## src/rtl/stall_flush_stage.sv

```systemverilog
// Stage-boundary register that obeys the global stall/flush broadcast: holds on stall,
// inserts a run of bubbles on flush, and keeps stall-duration and bubble statistics.
module stall_flush_stage #(
  parameter int DATA_W       = 32,
  parameter int FLUSH_CYCLES = 2,
  parameter int CNT_W        = 8,
  parameter int TIMEOUT      = 100
) (
  input  logic              s_clk,
  input  logic              s_rst,
  input  logic              i_stall,
  input  logic              i_flush,
  input  logic              i_valid,
  input  logic [DATA_W-1:0] i_data,
  input  logic              i_timeout_clr,
  output logic              o_valid,
  output logic [DATA_W-1:0] o_data,
  output logic              o_ce,
  output logic              o_flush_busy,
  output logic [CNT_W-1:0]  o_stall_cnt,
  output logic              o_timeout,
  output logic [CNT_W-1:0]  o_bubble_cnt
);

  typedef enum logic [1:0] {
    ST_RUN   = 2'd0,
    ST_HOLD  = 2'd1,
    ST_FLUSH = 2'd2
  } state_t;

  localparam logic [3:0]       FC_RELOAD = 4'(FLUSH_CYCLES - 1);
  localparam logic [CNT_W-1:0] CNT_ONE   = CNT_W'(1);
  localparam logic [CNT_W-1:0] CNT_MAX   = {CNT_W{1'b1}};
  localparam logic [CNT_W-1:0] TO_VAL    = CNT_W'(TIMEOUT);

  state_t              r_state, w_state_nxt;
  logic [3:0]          r_fcnt, w_fcnt_nxt;
  logic                r_valid, w_valid_nxt;
  logic [DATA_W-1:0]   r_data, w_data_nxt;
  logic                r_busy, w_busy_nxt;
  logic [CNT_W-1:0]    r_stall_cnt, w_stall_cnt_nxt;
  logic                r_timeout, w_timeout_nxt;
  logic [CNT_W-1:0]    r_bubble_cnt, w_bubble_nxt;
  logic                w_ce;

  // State register
  always_ff @(posedge s_clk or negedge s_rst) begin
    if (!s_rst) begin
      r_state <= ST_RUN;
    end else begin
      r_state <= w_state_nxt;
    end
  end

  // Next-state logic: stall beats flush beats normal flow outside FLUSH
  always_comb begin
    w_state_nxt = r_state;
    case (r_state)
      ST_RUN, ST_HOLD: begin
        if (i_stall) begin
          w_state_nxt = ST_HOLD;
        end else if (i_flush) begin
          w_state_nxt = ST_FLUSH;
        end else begin
          w_state_nxt = ST_RUN;
        end
      end
      ST_FLUSH: begin
        if (i_flush) begin
          w_state_nxt = ST_FLUSH;
        end else if (r_fcnt == 4'd0) begin
          w_state_nxt = ST_RUN;
        end else begin
          w_state_nxt = ST_FLUSH;
        end
      end
      default: begin
        w_state_nxt = ST_RUN;
      end
    endcase
  end

  // Output logic: upstream advance enable, forced low while in reset
  always_comb begin
    w_ce = s_rst && (r_state == ST_RUN) && !i_stall && !i_flush;
  end

  // Datapath next values; the exit edge of FLUSH captures like RUN so no extra bubble appears
  always_comb begin
    w_valid_nxt     = r_valid;
    w_data_nxt      = r_data;
    w_busy_nxt      = r_busy;
    w_stall_cnt_nxt = r_stall_cnt;
    w_bubble_nxt    = r_bubble_cnt;
    w_fcnt_nxt      = r_fcnt;
    case (r_state)
      ST_RUN, ST_HOLD: begin
        if (i_stall) begin
          if (r_state == ST_RUN) begin
            w_stall_cnt_nxt = CNT_ONE;
          end else if (r_stall_cnt == CNT_MAX) begin
            w_stall_cnt_nxt = CNT_MAX;
          end else begin
            w_stall_cnt_nxt = r_stall_cnt + CNT_ONE;
          end
        end else if (i_flush) begin
          w_valid_nxt     = 1'b0;
          w_data_nxt      = {DATA_W{1'b0}};
          w_fcnt_nxt      = FC_RELOAD;
          w_bubble_nxt    = r_bubble_cnt + CNT_ONE;
          w_busy_nxt      = 1'b1;
          w_stall_cnt_nxt = {CNT_W{1'b0}};
        end else begin
          w_valid_nxt     = i_valid;
          w_data_nxt      = i_valid ? i_data : r_data;
          w_stall_cnt_nxt = {CNT_W{1'b0}};
        end
      end
      ST_FLUSH: begin
        if (i_flush) begin
          w_valid_nxt  = 1'b0;
          w_data_nxt   = {DATA_W{1'b0}};
          w_fcnt_nxt   = FC_RELOAD;
          w_bubble_nxt = r_bubble_cnt + CNT_ONE;
        end else if (r_fcnt == 4'd0) begin
          w_busy_nxt  = 1'b0;
          w_valid_nxt = i_valid;
          w_data_nxt  = i_valid ? i_data : r_data;
        end else begin
          w_valid_nxt  = 1'b0;
          w_data_nxt   = {DATA_W{1'b0}};
          w_fcnt_nxt   = r_fcnt - 4'd1;
          w_bubble_nxt = r_bubble_cnt + CNT_ONE;
        end
      end
      default: begin
        w_valid_nxt = r_valid;
      end
    endcase
  end

  // Watchdog: set when the stall count first reaches the threshold; clear has priority
  always_comb begin
    if (i_timeout_clr) begin
      w_timeout_nxt = 1'b0;
    end else if ((w_stall_cnt_nxt == TO_VAL) && (r_stall_cnt != TO_VAL)) begin
      w_timeout_nxt = 1'b1;
    end else begin
      w_timeout_nxt = r_timeout;
    end
  end

  // Stage register, flush counter and statistics
  always_ff @(posedge s_clk or negedge s_rst) begin
    if (!s_rst) begin
      r_fcnt       <= 4'd0;
      r_valid      <= 1'b0;
      r_data       <= {DATA_W{1'b0}};
      r_busy       <= 1'b0;
      r_stall_cnt  <= {CNT_W{1'b0}};
      r_timeout    <= 1'b0;
      r_bubble_cnt <= {CNT_W{1'b0}};
    end else begin
      r_fcnt       <= w_fcnt_nxt;
      r_valid      <= w_valid_nxt;
      r_data       <= w_data_nxt;
      r_busy       <= w_busy_nxt;
      r_stall_cnt  <= w_stall_cnt_nxt;
      r_timeout    <= w_timeout_nxt;
      r_bubble_cnt <= w_bubble_nxt;
    end
  end

  assign o_valid      = r_valid;
  assign o_data       = r_data;
  assign o_ce         = w_ce;
  assign o_flush_busy = r_busy;
  assign o_stall_cnt  = r_stall_cnt;
  assign o_timeout    = r_timeout;
  assign o_bubble_cnt = r_bubble_cnt;

endmodule

```

## config.mk

```make
export PLATFORM = sky130hd
export DESIGN_NAME = stall_flush_stage
export DESIGN_NICKNAME = d
export VERILOG_FILES = /design/src/rtl/stall_flush_stage.sv
export SDC_FILE = /design/constraint.sdc
export NUM_CORES = 1
export LEC_CHECK = 0
export ABC_AREA = 1
export CAP_MARGIN = 10
export CORE_MARGIN = 1.5
export CORE_UTILIZATION = 47
export CTS_CLUSTER_SIZE = 20
export DETAILED_ROUTE_END_ITERATION = 6
export DONT_BUFFER_PORTS = 1
export GPL_TIMING_DRIVEN = 0
export SLEW_MARGIN = 15
export SYNTH_ARGS = -nofsm -noshare
export SYNTH_HDL_FRONTEND = slang
export SYNTH_SLANG_ARGS = --single-unit
```

## constraint.sdc

```tcl
create_clock -name s_clk -period 1.8 [get_ports s_clk]
set_input_delay 0.18 -clock s_clk [delete_from_list [all_inputs] [get_ports s_clk]]
set_output_delay 0.18 -clock s_clk [all_outputs]
set_load 0.02 [all_outputs]
```

==> results of run 1 <==
## worst max path at each step
stage,to,slack [ns],cells after the start
finish,o_timeout,0.13,11
global route,o_timeout,0.0008,11
CTS,o_timeout,0.02,11
detailed placement,o_timeout,-0.13,10
global placement,o_timeout,-0.09,10
floorplan,o_timeout,0.17,10
## final cells by class
type / instances / area share
buffer: 8 / 0.0202
clock buffer: 12 / 0.0491
clock inverter: 4 / 0.0163
inverter: 26 / 0.0309
multi-input combinational: 182 / 0.354
sequential: 57 / 0.454
tap: 72 / 0.0285
timing repair buffer: 13 / 0.0468
## cells in the final DEF, fill, tap and decap left out, drive strengths merged, types with 2 or more instances in the layout
master and count:
a21oi 2, a32o 2, buf 9, clkbuf 12, clkinv 2, dfrtp 57, dlygate4sd3 12, ha 4
inv 26, mux2i 32, nand2 52, nand3 15, nor2 54, o21ai 3, o22ai 3, xnor2 4
xor2 5
## metal layers
layer | share of wire | wire [um] | global-route usage
met1 | 0.45 | 2480 | 0.242
met2 | 0.46 | 2510 | 0.264
met3 | 0.069 | 377 | 0.0721
met4 | 0.016 | 89 | 0.0982
met5 | 0 | 0 | 0
## where the power goes
part	switching (W)	internal (W)	total, W
clock network	0.000501	0.000715	0.00122
registers	0.000580	0.00157	0.00215
logic	0.000474	0.000391	0.000865
total	0.00156	0.00267	0.00423
## stage by stage
| step | cell area (um^2) | TNS [ns] | hold WS (ns) |
|---|---|---|---|
| after floorplan | 2660 | 0 | -0.116 |
| after global placement | 2750 | -0.0947 | -0.114 |
| after detailed placement | 2750 | -0.128 | -0.114 |
| after CTS | 3080 | 0 | 0.000254 |
| after global routing | 3160 | 0 | 0.00904 |
| final | 3160 | 0 | 0.0138 |
## cell families (layout without fill, tap and decap cells)
logic type               count (synthesis)  after routing  synth area share
AO/OA/AOI/OAI                           13             13            0.0367
XOR/XNOR                                 9              9            0.0297
adder cells (fa/ha/maj)                  4              4            0.0188
buffers and inverters                   34             63            0.0608
flip-flops                              57             57             0.537
multiplexers                            33             33             0.125
AND/OR/NAND/NOR                        123            123             0.192
## flip-flops by register name, indices dropped and copies added, names as in the netlist
register and flops:
o_data 32, o_bubble_cnt 8, o_stall_cnt 8, r_fcnt 4, r_state 2, o_flush_busy 1
o_timeout 1, o_valid 1
## what timing repair did
action / CTS / global route
gates resized for setup: 4 / 15
hold endpoints to repair: 65 / 3
endpoints found under the setup margin: 1 / 4
pin swaps: 0 / 6
hold buffers: 10 / 3
cloned: 0 / 0
==> reports/metrics.yaml, run 1 <==
floorplanning:
  coreArea_um2: 5470
  die_y_um: 78.2
  start_util: 0.485
  boundaryPins: 90
  die_area_um2: 6110
  rows: 27
  dieWidth_um: 78.2
clock_tree:
  clk_pin_slew_worst_paths_ns: 0.07
  cts_max_level: 3
  cts_buffers: 9
  cts_tree: "yes"
  cts_buffer_depth: 2
  clkSinkCount: 57
  cts_root_buf: "clkbuf_8"
  clk_latency_ns: 0.32
  post-cts-setup-buffer-count: 0
timing:
  finalCritPeriodShare: 0.930
  rsz0062_at_grt: "yes"
  drv_slew: 0
  setup_ws_ns: 0.126
  finalHoldViolCount: 0
  final-setup-viol-count: 0
  worst_pin_slew_ns: 0.378
  max_slew_margin: 0.747
  clock.fmax_mhz: 597
  fin_crit_ns: 1.67
  finalClockSkew_ns: 0.00554
layout:
  multi_input_area_um2: 1120
  final_cells: 374
  syn_to_final_growth_pct: 18.8
  layout-drive-gt1-share: 0.159
  finish.net_count: 339
  diodes: 0
  postLayoutCoreUtil: 0.577
  seq_area_um2: 1430
  fill_cells: 512
critical_path:
  crit_chain: "ha_4 -> nand2_4 -> nor2_4 -> nand2_4 -> nand3_1 -> nand2_1 -> nand2_1 -> nand2_1 -> nor2_2 -> nand2_1 -> a21oi_2"
  cp_data_required_time_ns: 2.05
  rr_endpoint: "o_timeout"
  slowest_stage: "dfrtp_2"
  r2r_cells: 11
  path_buf_inv: 0
  worstPathMaxFanout: 6
  crit_type: "register to register"
  crit-reg2reg-launch: "o_stall_cnt[1]"
  crit_family: "simple AND/OR/NAND/NOR gates"
  crit_path_end_kind: "register"
  rrSetupSlack_ns: 0.13
  worstPathArrival_ns: 1.92
  worstSetupStartpointType: "register"
  slowest_delay_ns: 0.50
  startpoint: "o_stall_cnt[1]"
  crit_top_cell: "nand2_1"
placed_design:
  port_buffers: 0
  gp_congestion: 0.839
  place_inst: 345
  pre_cts_ws_ns: -0.128
  dp.final_hpwl_um: 3610
logic_synthesis:
  synth_area_per_cell_um2: 9.73
  synth_common_cells: "57 x dfrtp_1, 51 x nor2_1, 50 x nand2_1"
  yosysMostFrequentCell: "dfrtp_1"
  async_flop_share: 1.00
  synth_ff_type: "dfrtp_1"
  synth_top_area_cell: "dfrtp_1"
  synth_nets: 315
  synth_cell_types: 27
  synth_seq_area_share: 0.537
  syn_inst: 273
  synthTopCellsByArea: "dfrtp_1 54%, mux2i_1 12%, nor2_1 7.2%"
  synth_top_cell_area_share: 0.537
  yosys_warnings: 0
  ys_seq_elements: 57
  synth_edf_count: 0
  syn-cell-area_um2: 2660
power:
  p_leak_nw: 1.67
  finalPower_w: 0.00423
  ir_drop_mv: 0.726
  cellPowerDensity_nw_per_um2: 1340
min_path:
  hold_depth: 2
  min_to: "o_data[0]"
  worstHoldStart: "i_data[0]"
  worst_hold_path_type: "primary input to register"
routing:
  vias_per_cell: 5.05
  drt_iter0_markers: 63
  ant_nets: 0
  dr.pass1.iters: 5
  vias: 1887
  drt-total-wl_um: 5460
  wl_per_cell_um: 14.6
  drc_errors: 0
grt:
  grt_pass1_wl_um: 8600
  grt_max_degree: 58
  overflow: 0
  grtUsageTotal: 0.185
  grt_pass1_vias: 1827
  antenna_found_initial: 0
flow_run:
  drv_cap: 0
outcome:
  status: "finished, final reports clean"
Note: power is estimated with default switching activity, not from simulation.
==> run 2: changes to the inputs <==
CORE_UTILIZATION = 60   (was 47)
PLACE_DENSITY = 0.86   (was default)
==> run 2 against run 1 <==
- die area down 21%
- final cell count shrank 6.7%
- core utilization is 14 points higher
- combinational power increased by 2.8%
- sequential cell count is the same
- sequential share of layout area grew 1.1 points
- cell area shrank 2.6%
- largest power group unchanged
- non-clock buffer count fell by 4
- clock skew is 0.0014 ns higher
==> reports/metrics.yaml, run 2 (synthesis gave the netlist of run 1 again) <==
timing:
  finalCritPeriodShare: 0.952
  fin_crit_ns: 1.71
  worst_pin_slew_ns: 0.379
  setup-tns-final_ns: 0
  clock.fmax_mhz: 583
  rsz0062_at_grt: "yes"
  setup_ws_ns: 0.0858
  finalClockSkew_ns: 0.00697
  final-setup-viol-count: 0
  drv_slew: 0
  max_slew_margin: 0.747
  finalHoldViolCount: 0
floorplanning:
  die_area_um2: 4840
  coreArea_um2: 4290
  dieWidth_um: 69.5
  rows: 24
  boundaryPins: 90
  start_util: 0.619
  die_y_um: 69.5
clock_tree:
  cts_tree: "yes"
  cts_buffers: 9
  clk_latency_ns: 0.32
  cts_buffer_depth: 2
  cts_root_buf: "clkbuf_8"
  cts_max_level: 3
  clkSinkCount: 57
  clk_pin_slew_worst_paths_ns: 0.06
placed_design:
  port_buffers: 0
  dpl_cell_area_um2: 2720
  dp.final_hpwl_um: 3730
  gp_congestion: 0.839
  pre_cts_ws_ns: -0.162
layout:
  finish.net_count: 335
  final_common_cell: "dfrtp_1"
  largest_reg_flops: 32
  diodes: 0
  layout-drive-gt1-share: 0.158
  fin_area_um2: 3070
  final_cell_mix: "55 x dfrtp_1, 50 x nor2_1, 48 x nand2_1"
  syn_to_final_growth_pct: 15.7
power:
  p_leak_nw: 1.64
  ir_drop_mv: 1.10
  finalPower_w: 0.00421
  cellPowerDensity_nw_per_um2: 1370
routing:
  ant_nets: 0
  drt-total-wl_um: 5410
  wl_per_cell_um: 15.5
  dr.pass1.iters: 4
  drt_iter0_markers: 100
  vias: 1948
  drc_errors: 0
  vias_per_cell: 5.58
critical_path:
  cp_data_required_time_ns: 2.05
  rr_endpoint: "o_timeout"
  crit_type: "register to register"
  worstPathArrival_ns: 1.97
  r2r_cells: 9
  crit-reg2reg-launch: "o_stall_cnt[1]"
  rrSetupSlack_ns: 0.09
  crit_path_end_kind: "register"
  worstPathMaxFanout: 6
  worstSetupStartpointType: "register"
flow_run:
  drv_cap: 0
outcome:
  status: "finished, final reports clean"
min_path:
  worst_hold_path_type: "primary input to register"
  hold_depth: 2
  min_to: "o_data[20]"
  worstHoldStart: "i_data[20]"
grt:
  grtUsageTotal: 0.230
  antenna_found_initial: 0
  grt_pass1_vias: 1853
  overflow: 0
  grt_pass1_wl_um: 8560
  grt_max_degree: 58
-- run 2: changes by cell type in the layout (fill, tap and decap cells not counted), sizes merged --
| cell | previous run | this run |
|---|---|---|
| dlygate4sd3 | 12 | 5 |
| buf | 9 | 12 |
| clkinvlp | 1 | 0 |
-- run 2: repair_timing --
item | CTS | global route
pin swaps | 0 | 6
gates resized for setup | 5 | 13
hold buffers | 3 | 3
hold endpoints to repair | 58 | 3
setup endpoints to repair | 1 | 13
setup buffers | 0 | 3
-- run 2: cell type report --
| cell class | instances | area (um^2) |
|---|---|---|
| clock buffer | 12 | 155 |
| sequential | 57 | 1430 |
| clock inverter | 3 | 40.0 |
| tap | 52 | 65.1 |
| fill | 320 | 1220 |
| timing repair buffer | 9 | 100 |
| buffer | 8 | 67.6 |
| inverter | 26 | 97.6 |
| multi-input combinational | 182 | 1120 |
-- run 2: worst max path at each step --
stage / from / end / slack (ns) / depth (start not counted)
2_1_floorplan: o_stall_cnt[0] / o_timeout / 0.17 / 10
3_3_place_gp: o_stall_cnt[0] / o_timeout / -0.13 / 10
3_5_place_dp: o_stall_cnt[0] / o_timeout / -0.16 / 10
4_1_cts: o_stall_cnt[0] / o_timeout / 0.03 / 10
5_1_grt: o_stall_cnt[1] / o_timeout / -0.02 / 11
6_report: o_stall_cnt[1] / o_timeout / 0.09 / 9
-- run 2: worst max-delay path, cell delays in order, from the launching register on --
cell     delay [ns]
dfrtp_2        0.49
ha_4           0.17
nand2_2        0.09
o21ai_1        0.26
nand3_1        0.15
nand2_1        0.11
nand3_1        0.08
nor2_1         0.10
nand2_1        0.07
a21oi_2        0.11
-- run 2: per-layer routing --
layer  global-route usage  up-vias  routed length (um)
met5                    0        -                   0
met4                0.159        0                 242
met3               0.0814       19                 448
met2                0.348      102                2640
met1                0.273      904                2070
li1                     -      923                   -
-- run 2: where the power goes --
group	internal, W	total (W)	leakage [nW]	switching, W
logic	0.000405	0.000889	0.795	0.000484
clock network	0.000703	0.00117	0.102	0.000463
registers	0.00157	0.00215	0.744	0.000586
total	0.00267	0.00421	1.64	0.00153
-- run 2: stage by stage --
step | hold slack [ns] | std cells | util
2_1_floorplan | -0.116 | 273 | -
3_5_place_dp | -0.115 | 325 | 0.634
4_1_cts | 0.00207 | 343 | 0.692
5_1_grt | 0.00194 | 349 | 0.716
6_report | 0.0112 | 349 | 0.716
3_3_place_gp | -0.115 | 325 | 0.634
==> run 3: changes to the inputs <==
CTS_CLUSTER_DIAMETER = 150   (was default)
CTS_CLUSTER_SIZE = default   (was 20)
GPL_TIMING_DRIVEN = default   (was 0)
==> run 3 against run 2 <==
- maximum frequency up 0.88%
- sequential share of layout area up 0.67 points
- clock power down 17%
- cell area is 1.6% lower
- final cell count increased by 0.86%
- sequential cell count stayed put
- worst hold slack barely moved
- non-clock buffer count up 3
- sequential power barely moved
- die area stayed put
- largest cell class unchanged
==> reports/metrics.yaml, run 3 (synthesis gave the netlist of run 1 again) <==
layout:
  diodes: 0
  fill_cells: 354
  final_cell_mix: "57 x dfrtp_1, 49 x nand2_1, 49 x nor2_1"
  multi_input_area_um2: 1080
  seq_area_um2: 1430
  syn_to_final_growth_pct: 13.9
  layout-drive-gt1-share: 0.150
  final_common_cell: "dfrtp_1"
  largest_reg_flops: 32
  finish.net_count: 338
  final_cells: 352
critical_path:
  crit_path_end_kind: "register"
  cp_data_required_time_ns: 2.04
  slowest_stage: "dfrtp_1"
  crit_type: "register to register"
  path_buf_inv: 2
  slowest_delay_ns: 0.34
  crit_chain: "inv_1 -> ha_1 -> nand3_2 -> nand2_2 -> a21oi_4 -> buf_4 -> nand4_2 -> nor2_2 -> xor2_1"
  worstPathMaxFanout: 7
  worstPathArrival_ns: 1.94
  crit_family: "simple AND/OR/NAND/NOR gates"
  worstSetupStartpointType: "register"
routing:
  vias: 1931
  drt_iter0_markers: 139
  drt-total-wl_um: 5460
  ant_nets: 0
  drc_errors: 0
  wl_per_cell_um: 15.5
  vias_per_cell: 5.49
  dr.pass1.iters: 4
timing:
  finalClockSkew_ns: 0.00897
  fin_crit_ns: 1.70
  clock.fmax_mhz: 588
  finalCritPeriodShare: 0.944
  max_slew_margin: 0.746
  drv_slew: 0
  whs_ns: 0.0110
  final-setup-viol-count: 0
  finalHoldViolCount: 0
  worst_pin_slew_ns: 0.379
floorplanning:
  dieWidth_um: 69.5
  coreArea_um2: 4290
  die_area_um2: 4840
  boundaryPins: 90
  die_y_um: 69.5
  rows: 24
  start_util: 0.619
power:
  p_leak_nw: 1.63
  cellPowerDensity_nw_per_um2: 1320
  ir_drop_mv: 0.860
placed_design:
  gp_congestion: 0.906
  dp.final_hpwl_um: 3780
  port_buffers: 0
  place_inst: 329
clock_tree:
  clk_pin_slew_worst_paths_ns: 0.07
  clk_latency_ns: 0.32
  cts_root_buf: "clkbuf_8"
  cts_buffers: 9
  cts_max_level: 3
  clkSinkCount: 57
  cts_buffer_depth: 2
  cts_tree: "yes"
grt:
  grtUsageTotal: 0.233
  grt_pass1_wl_um: 8830
  grt_pass1_vias: 1987
  overflow: 0
  grt_max_degree: 58
  antenna_found_initial: 0
flow_run:
  drv_cap: 0
min_path:
  worst_hold_path_type: "primary input to register"
outcome:
  status: "finished, final reports clean"
## run 3: final timing paths
check                           start              end  slack, ns  cells after the start
hold reg to reg             r_fcnt[0]        r_fcnt[0]       0.47                      2
min in group asynchronous       s_rst       o_data[15]       0.38                      2
setup reg to reg            r_fcnt[0]  o_bubble_cnt[6]       0.10                      9
hold / removal             i_data[29]       o_data[29]       0.01                      2
max in group asynchronous       s_rst        o_data[8]       1.16                      2
setup / recovery            r_fcnt[0]  o_bubble_cnt[6]       0.10                      9
## run 3: report_power, final
| part | internal, W | switching, W |
|---|---|---|
| Clock | 0.000482 | 0.000487 |
| Sequential | 0.00156 | 0.000559 |
| Combinational | 0.000399 | 0.000510 |
## run 3: repair_timing
action                     in CTS  in global routing
hold endpoints to repair       61                  0
resized for setup               0                  5
setup buffers                   0                  2
hold buffers                    6                  0
setup endpoints to repair       0                  4
## run 3: layout make-up
type | count | share of cell area
timing repair buffer | 20 | 0.0645
sequential | 57 | 0.471
inverter | 26 | 0.0323
clock buffer | 9 | 0.0409
multi-input combinational | 182 | 0.357
tap | 52 | 0.0215
clock inverter | 6 | 0.0120
## run 3: layer usage
layer  GRT usage  part of all wire
met2       0.391              0.52
met5           0                 0
met1       0.264              0.39
met4      0.0980             0.024
met3      0.0945             0.067
## run 3: metrics by stage
step | TNS, ns | power (W) | worst slack [ns] | instance area, um^2 | utilization
3_5_place_dp | 0 | 0.00299 | 0.120 | 2760 | 0.643
5_1_grt | -0.0139 | 0.00422 | -0.0139 | 3030 | 0.705
2_1_floorplan | 0 | 0.00277 | 0.173 | 2660 | -
6_report | 0 | 0.00400 | 0.101 | 3030 | 0.705
4_1_cts | 0 | 0.00401 | 0.0966 | 3000 | 0.698
3_3_place_gp | 0 | 0.00292 | 0.163 | 2760 | 0.643
